**src/rtl/upsample_pkg.sv**
```systemverilog
// Shared definitions for the upsample reader: FSM encoding, default frame
// geometry (common with the down sampler) and a width helper.
package upsample_pkg;

  typedef enum logic [1:0] {
    FILL   = 2'd0,
    REPEAT = 2'd1,
    DONE   = 2'd2
  } state_t;

  localparam int DATA_W_DEF    = 8;
  localparam int IN_WIDTH_DEF  = 320;
  localparam int IN_HEIGHT_DEF = 240;

  // Counter width for a limit, never narrower than one bit.
  function automatic int clog2_min1(input int n);
    return (n > 1) ? $clog2(n) : 1;
  endfunction

endpackage

```
**src/rtl/upsample_line_buf.sv**
```systemverilog
// One-line pixel store for vertical doubling: one write port, one read port,
// synchronous read with 1-cycle latency.
module upsample_line_buf #(
  parameter int IN_WIDTH = 320,
  parameter int DATA_W   = 8,
  parameter int ADDR_W   = 9
) (
  input  logic              clk,
  input  logic              we,
  input  logic [ADDR_W-1:0] waddr,
  input  logic [DATA_W-1:0] wdata,
  input  logic              re,
  input  logic [ADDR_W-1:0] raddr,
  output logic [DATA_W-1:0] rdata
);

  logic [DATA_W-1:0] mem [IN_WIDTH];

  always_ff @(posedge clk) begin
    if (we) mem[waddr] <= wdata;
    if (re) rdata <= mem[raddr];
  end

endmodule

```
**src/rtl/upsample_reader.sv**
```systemverilog
// 2x nearest-neighbour upsampler fed from the Gaussian stage FIFO.
// Optional `UPSAMPLE_STALL_CNT_EN adds a saturating per-frame stall counter.
module upsample_reader
  import upsample_pkg::*;
#(
  parameter int IN_WIDTH  = IN_WIDTH_DEF,
  parameter int IN_HEIGHT = IN_HEIGHT_DEF,
  parameter int DATA_W    = DATA_W_DEF
) (
  input  logic              clk,
  input  logic              rst,
  input  logic              fifo_empty,
  output logic              fifo_rd_en,
  input  logic [DATA_W-1:0] fifo_dout,
  input  logic              fifo_valid,
  output logic              out_valid,
  input  logic              out_ready,
  output logic [DATA_W-1:0] out_data,
  output logic              out_sof,
  output logic              out_eol,
  output logic              out_eof,
  output logic              frame_done,
  output logic              proto_err,
`ifdef UPSAMPLE_STALL_CNT_EN
  output logic [15:0]       stall_cnt,
`endif
  output logic [1:0]        state_dbg
);

  localparam int COL_W  = clog2_min1(IN_WIDTH);
  localparam int ROW_W  = clog2_min1(IN_HEIGHT);
  localparam int OROW_W = clog2_min1(2 * IN_HEIGHT);
  localparam logic [COL_W-1:0]  COL_LAST  = COL_W'(IN_WIDTH - 1);
  localparam logic [ROW_W-1:0]  ROW_LAST  = ROW_W'(IN_HEIGHT - 1);
  localparam logic [OROW_W-1:0] OROW_LAST = OROW_W'(2 * IN_HEIGHT - 1);

  state_t            state;
  logic [COL_W-1:0]  col;       // next source pixel to capture in this line
  logic [COL_W-1:0]  hold_col;  // source column of the pixel in hold
  logic              line_full; // all pixels of the line captured
  logic [ROW_W-1:0]  row;
  logic [OROW_W-1:0] out_row;
  logic [DATA_W-1:0] hold;
  logic              hold_v;
  logic              phase;
  logic              pend;

  logic              can_issue, lb_re, fifo_cap, lb_cap, cap, xfer, line_end;
  logic [DATA_W-1:0] cap_data, lb_rdata;

  // Stream handshake: a pixel moves when out_valid && out_ready on a clock
  // edge; while out_valid is high and out_ready low, data and flags hold.
  assign xfer      = hold_v && out_ready;
  assign can_issue = !pend && !line_full && (!hold_v || (phase && out_ready));
  assign fifo_rd_en = !rst && (state == FILL) && !fifo_empty && can_issue;
  assign lb_re      = (state == REPEAT) && can_issue;
  assign fifo_cap   = (state == FILL) && pend && fifo_valid;
  assign lb_cap     = (state == REPEAT) && pend;
  assign cap        = fifo_cap || lb_cap;
  assign cap_data   = fifo_cap ? fifo_dout : lb_rdata;
  assign line_end   = xfer && phase && (hold_col == COL_LAST);

  assign out_valid = hold_v && !rst;
  assign out_data  = hold;
  assign out_sof   = hold_v && (out_row == '0) && (hold_col == '0) && !phase;
  assign out_eol   = hold_v && phase && (hold_col == COL_LAST);
  assign out_eof   = out_eol && (out_row == OROW_LAST);
  assign state_dbg = state;

  upsample_line_buf #(
    .IN_WIDTH(IN_WIDTH),
    .DATA_W  (DATA_W),
    .ADDR_W  (COL_W)
  ) u_line_buf (
    .clk  (clk),
    .we   (fifo_cap),
    .waddr(col),
    .wdata(fifo_dout),
    .re   (lb_re),
    .raddr(col),
    .rdata(lb_rdata)
  );

  always_ff @(posedge clk) begin
    if (rst) begin
      state      <= FILL;
      col        <= '0;
      hold_col   <= '0;
      line_full  <= 1'b0;
      row        <= '0;
      out_row    <= '0;
      hold       <= '0;
      hold_v     <= 1'b0;
      phase      <= 1'b0;
      pend       <= 1'b0;
      frame_done <= 1'b0;
      proto_err  <= 1'b0;
    end else begin
      frame_done <= 1'b0;
      // Only a FIFO read issued in FILL may legitimately return data.
      if (fifo_valid && !((state == FILL) && pend)) proto_err <= 1'b1;
      if (fifo_rd_en || lb_re) pend <= 1'b1;
      if (xfer) begin
        if (phase) begin
          hold_v <= 1'b0;
          phase  <= 1'b0;
        end else begin
          phase <= 1'b1;
        end
      end
      if (cap) begin
        pend     <= 1'b0;
        hold     <= cap_data;
        hold_v   <= 1'b1;
        phase    <= 1'b0;
        hold_col <= col;
        if (col == COL_LAST) line_full <= 1'b1;
        else                 col       <= col + COL_W'(1);
      end
      case (state)
        FILL: begin
          if (line_end) begin
            state     <= REPEAT;
            col       <= '0;
            line_full <= 1'b0;
            out_row   <= out_row + OROW_W'(1);
          end
        end
        REPEAT: begin
          if (line_end) begin
            if (row == ROW_LAST) begin
              state      <= DONE;
              out_row    <= '0;
              frame_done <= 1'b1;
            end else begin
              state     <= FILL;
              row       <= row + ROW_W'(1);
              out_row   <= out_row + OROW_W'(1);
              col       <= '0;
              line_full <= 1'b0;
            end
          end
        end
        DONE: begin
          state     <= FILL;
          row       <= '0;
          col       <= '0;
          line_full <= 1'b0;
        end
        default: state <= FILL;
      endcase
    end
  end

`ifdef UPSAMPLE_STALL_CNT_EN
  // Value stays visible during the frame_done cycle, then restarts.
  always_ff @(posedge clk) begin
    if (rst || frame_done) stall_cnt <= '0;
    else if (hold_v && !out_ready && (stall_cnt != 16'hFFFF))
      stall_cnt <= stall_cnt + 16'd1;
  end
`endif

endmodule

```
**config.mk**
```make
export PLATFORM = sky130hd
export DESIGN_NAME = upsample_reader
export DESIGN_NICKNAME = d
export VERILOG_FILES = /design/src/rtl/upsample_pkg.sv /design/src/rtl/upsample_line_buf.sv /design/src/rtl/upsample_reader.sv
export SDC_FILE = /design/constraint.sdc
export NUM_CORES = 2
export LEC_CHECK = 0
export CORE_MARGIN = 1.5
export CORE_UTILIZATION = 55
export CTS_CLUSTER_SIZE = 20
export DETAILED_ROUTE_END_ITERATION = 16
export DONT_BUFFER_PORTS = 1
export PLACE_DENSITY = 0.71
export SLEW_MARGIN = 20
export SYNTH_ARGS = -nofsm -noshare
export SYNTH_HDL_FRONTEND = slang
export SYNTH_SLANG_ARGS = --single-unit
```
**constraint.sdc**
```tcl
create_clock -name clk -period 5.1 [get_ports clk]
set_input_delay 0.255 -clock clk [delete_from_list [all_inputs] [get_ports clk]]
set_output_delay 0.255 -clock clk [all_outputs]
set_load 0.005 [all_outputs]
```
# Word level (Yosys, flattened, before mapping)
# Memory sizes are Yosys's and may differ from the RTL's. A register that Yosys moved wholly into a read port is not among the register bits.
# Index checks and enable logic that the tools add are counted.
# Widths: inputs -> output; s select.
dict set report op_classes {
  add_sub_neg 3
  n_reduce_logical 44
  n_eq_ne 9
  n_mux 31
  bitwise 2
}
# operator count
set op_table {}
lappend op_table {{$mux 9} 8}
lappend op_table {{$eq 9x9->1 const B} 3}
lappend op_table {{$pmux 9 s3} 1}
lappend op_table {{$mux 8} 3}
lappend op_table {{$logic_and 1x1->1} 21}
lappend op_table {{$add 9x1->9 const B} 2}
lappend op_table {{$logic_not 9->1} 2}
lappend op_table {{$pmux 9 s2} 1}
lappend op_table {{$pmux 8 s2} 1}
lappend op_table {{$mux 1} 12}
lappend op_table {{$add 8x1->8 const B} 1}
lappend op_table {{$eq 8x8->1 const B} 1}
lappend op_table {{$reduce_bool 2->1} 4}
lappend op_table {{$logic_not 1->1} 7}
lappend op_table {{$mux 2} 3}
lappend op_table {{$ne 2x2->1 const B} 3}
lappend op_table {{$reduce_and 3->1} 2}
lappend op_table {{$pmux 2 s2} 1}
lappend op_table {{$reduce_and 2->1} 2}
lappend op_table {{$logic_or 1x1->1} 3}
lappend op_table {{$pmux 1 s3} 1}
lappend op_table {{$reduce_or 3->1} 1}
lappend op_table {{$eq 2x1->1 const B} 1}
lappend op_table {{$eq 2x2->1 const B} 1}
lappend op_table {{other kinds (3)} 4}
dict set report totals {
  n_memories 1
  input_bits 13
  elab_cells 102
  ram_bits 2560
  reg_bits 51
  out_inout_bits 17
}
# memory depth word_bits read_ports rd_ports_with_merged_regs wr line
set mem_list {}
lappend mem_list {u_line_buf.mem 320 8 1 1 1 upsample_line_buf.sv:17} ;# logic [DATA_W-1:0] mem [IN_WIDTH];

# Logic depth before layout (Yosys ltp)
dict set report depth {
  ltp_word 8
  depth_mapped 13
}

# Hierarchy
# A second synthesis with hierarchy kept.
dict set report unflattened {
  hier_cells 4908
  area_unflattened_um2 101956.5
}
# module instances cells_each area_each_um2 seq_area_each_um2
set by_module_without_submodules {}
lappend by_module_without_submodules {upsample_line_buf 1 4606 99459.1 77114.0}
lappend by_module_without_submodules {upsample_reader 1 302 2497.4 1021.0}

# Worst setup path after synthesis
# OpenSTA, ideal clock, no wires.
dict set report synth_path {
  path_kind {register to register}
  startpoint {reg col[0]}
  endpoint {mem u_line_buf.mem[306][0] (enable)}
  stages_incl_launch_ff 12
  period_less_slack_ps 2917
  t_arrival_ps 2547
  required_time_ps 4729
  path_slack_ps 2183
  cell_sequence {dfxtp_1 -> buf_6 -> buf_8 -> buf_4 -> buf_4 -> inv_2 -> buf_2 -> buf_2 -> ha_1 -> nand3_1 -> clkbuf_1 -> nor2_1}
}
# item line
set synth_rtl {}
lappend synth_rtl {{from (decl)} upsample_reader.sv:38} ;# logic [COL_W-1:0] col;
lappend synth_rtl {{from (signal assigned)} upsample_reader.sv:118} ;# else col <= col + COL_W'(1);
lappend synth_rtl {{to (decl)} upsample_line_buf.sv:17}
# No word-level cell before the write port.

==> results by group <==
Status
  – Status: finished, final reports clean

Worst setup path
  – Data arrival at the endpoint of the critical path: roughly 5.1 ns
  – Largest fanout on the critical path: 40
  – Required time worst endpoint: roughly 5.7 ns
  – Category of the worst setup path launch point: flip-flop
  – Critical path start-end classification: reg -> reg
  – Type of destination of the critical path: flip-flop

STA
  – Tmin final: around 4.5 ns
  – Fmax: 221 MHz
  – Setup_tns: 0 ns
  – RSZ-0062 raised after global routing: no
  – Max-slew headroom: between 20 and 30%
  – Endpoints failing hold: 0
  – Final setup slack of the worst path: 0.572 ns
  – Final-report setup violation count: 0
  – Maximum clock skew at final layout: about 0.055 ns
  – Pins over their slew limit: 0
  – Worst Tran Pin Value: 1.08 ns
  – Final worst-path cycle share: roughly nine tenths

Die
  – DIE WIDTH: approximately 430 um
  – I/O pin total: 30
  – Row Count: ~160
  – Overall die area: 187000 um2
  – Core Region: between 150000 and 200000 um2
  – Die Y: roughly 430 um
  – Initial core utilization: 55.5%

Drt
  – Total iterations of the first detailed-routing run: 8
  – Ratio of routed vias to standard cells: 6.80
  – Routed WL: ~280 mm
  – Number of DRC violations after detailed routing: 0
  – Total via count in the routed design: ~54000
  – Antenna Nets Post-Route: 0
  – Initial detailed-routing violation count: 8884
  – Routed length per placed instance: between 30 and 40 um

Clock network
  – Number of gates resized after cts: 0
  – Clock latency of the later-clocked register in the worst-skew pair: between 0.9 and 1 ns
  – TritonCTS clock tree: yes
  – Number of buffers created by CTS: around 280
  – Register clock-pin slew on the reported worst setup and hold paths: around 0.06 ns
  – Root Buffer: clkbuf_16
  – Number of hold-repair buffers added at the cts stage: 13
  – Clock Sinks: between 2000 and 3000
  – Number of buffers on the longest clock path: 4
  – Deepest level of the CTS H-tree: 5
  – Number of buffers added for setup after CTS: 0

Placement
  – DPL Wire Length: about 160 mm
  – Number of I/O port buffers: 0
  – Final GP Congestion: about 0.91
  – Worst setup slack before clock tree synthesis: 0.921 ns

GRT
  – Initial antenna violation count: 17
  – First-pass GRT wire length: slightly below 400 mm
  – Pin count of the biggest net entering global routing: ~320
  – Gr ovfl total: 0
  – Total global routing track utilization: roughly 30%
  – Number of global-route vias before repair: between 50000 and 60000

Power and ir drop
  – Cell leakage power: approximately 35 nW
  – Highest ir drop seen on vdd: around 0.00038 V
  – Power per standard cell area: 382 nW/um2

Job
  – Max Cap Viol: 0

Yosys
  – Cell type contributing the most total cell area after synthesis: edfxtp_1
  – Biggest area contributors in the synthesized netlist: edfxtp_1, mux4_2, nor2_1
  – Leading cell types by count after synthesis: edfxtp_1, mux4_2, nor2_1, mux2i_1, clkbuf_1
  – EDFF count, synth: between 2000 and 3000
  – Gate Count Post-Synth: approximately 4900
  – Most frequent cell after synthesis: edfxtp_1
  – Part of the Yosys area used for sequential elements: between 70% and 80%
  – Area share of the leading cell type in the synthesized netlist: 75.9%
  – Post-synthesis cell type count: 68
  – Most instantiated flip-flop cell in the synthesis netlist: edfxtp_1
  – Yosys reg bits: around 2600
  – Mapped Area: between 100000 and 150000 um2
  – Yosys warning count: 0
  – Synth async-reset ratio: 0%
  – Average instance area after synthesis: around 20 um2
  – Post-Syn Nets: just under 5000

Cells and area
  – Fraction of layout instances using a drive strength above 1: between 20% and 30%
  – Layout Area Growth over Synthesis: 13.1%
  – Net count of the finished layout: approximately 5300

Min path
  – Class of the tightest hold or removal check: in -> reg
layout by cell type (no fill, tap or decap), types with 25 or more instances in the layout:
cell / instances
o21ai_0: 40
nand3_1: 65
mux2i_1: 144
edfxtp_1: 2568
buf_12: 28
clkinv_2: 34
nand2_1: 126
mux2_2: 25
nor2_1: 403
nor3_1: 26
buf_4: 272
clkbuf_16: 282
clkinv_1: 46
nand4_1: 26
a22oi_1: 117
o22ai_1: 57
a21oi_1: 73
dfxtp_1: 44
mux4_2: 601
clkbuf_1: 66
registers in the layout (all words and copies together) (netlist names), 2 cells and up:
register          cells
row                   8
out_row               9
out_data              8
state_dbg             2
col                   9
hold_col              9
u_line_buf.mem     2560
u_line_buf.rdata      8
per-layer routing:
metal	GRT usage [%]	wire length [um]	up-vias
met4	11.5	11600	8
met5	0	53	-
met1	41.2	99500	27800
met2	43.3	125000	4081
met3	9.72	39500	668
li1	-	-	21100
cell type report:
type / instances / area, um2
fillers: 12200 / 68400
clock inverters: 111 / 1040
diodes: 4 / 10.0
multi-input cells: 1994 / 22000
well taps: 2464 / 3080
inverters: 11 / 43.8
flip-flops and latches: 2619 / 78200
repair buffers: 332 / 3240
clock buffers: 350 / 7330
report_power, final:
part	switching, mW	internal [mW]	total, mW	leakage (nW)
combinational	0.795	0.463	1.26	7.38
sequential	0.0198	23.6	23.6	23.5
clock	7.92	11.1	19.0	4.08
total	8.73	35.2	43.9	35.0
worst paths after layout:
check              startpoint                   to  slack (ns)  cells past startpoint
setup / recovery       col[3]  u_line_buf.rdata[3]        0.57                      7
hold / removal     fifo_valid          out_data[0]         0.1                      5
setup reg to reg       col[3]  u_line_buf.rdata[3]        0.57                      7
hold reg to reg   hold_col[6]          hold_col[6]        0.46                      2
worst max-delay path: stages, from the launching register on:
cell and delay, ns:
dfxtp_4 0.86, buf_4 0.46, mux4_2 0.38, mux2i_1 0.73
o22ai_1 0.20, or3_1 0.38, a2111oi_0 0.93, o311ai_1 0.25
metrics by stage:
step	instance area [um2]	power (mW)	hold slack, ns	util [%]	std cells
after floorplan	102000	24.7	0.354	-	4932
after global placement	106000	24.9	0.328	57.8	7388
after detailed placement	106000	25.0	0.331	57.8	7389
after CTS	115000	44.0	0.0291	62.5	7863
after global routing	115000	44.9	0.0917	62.7	7881
final	115000	43.9	0.0975	62.7	7885
cell families after synthesis:
| kind of cell | Yosys count | share of synthesized area [%] |
|---|---|---|
| mux | 770 | 15.0 |
| flops | 2619 | 76.9 |
| compound gates | 429 | 2.92 |
| simple gates | 769 | 3.33 |
| xor+xnor | 18 | 0.155 |
| buf+inv | 319 | 1.60 |
| fa+ha+maj | 8 | 0.0985 |
No activity file was read; power rests on OpenSTA's default activity.
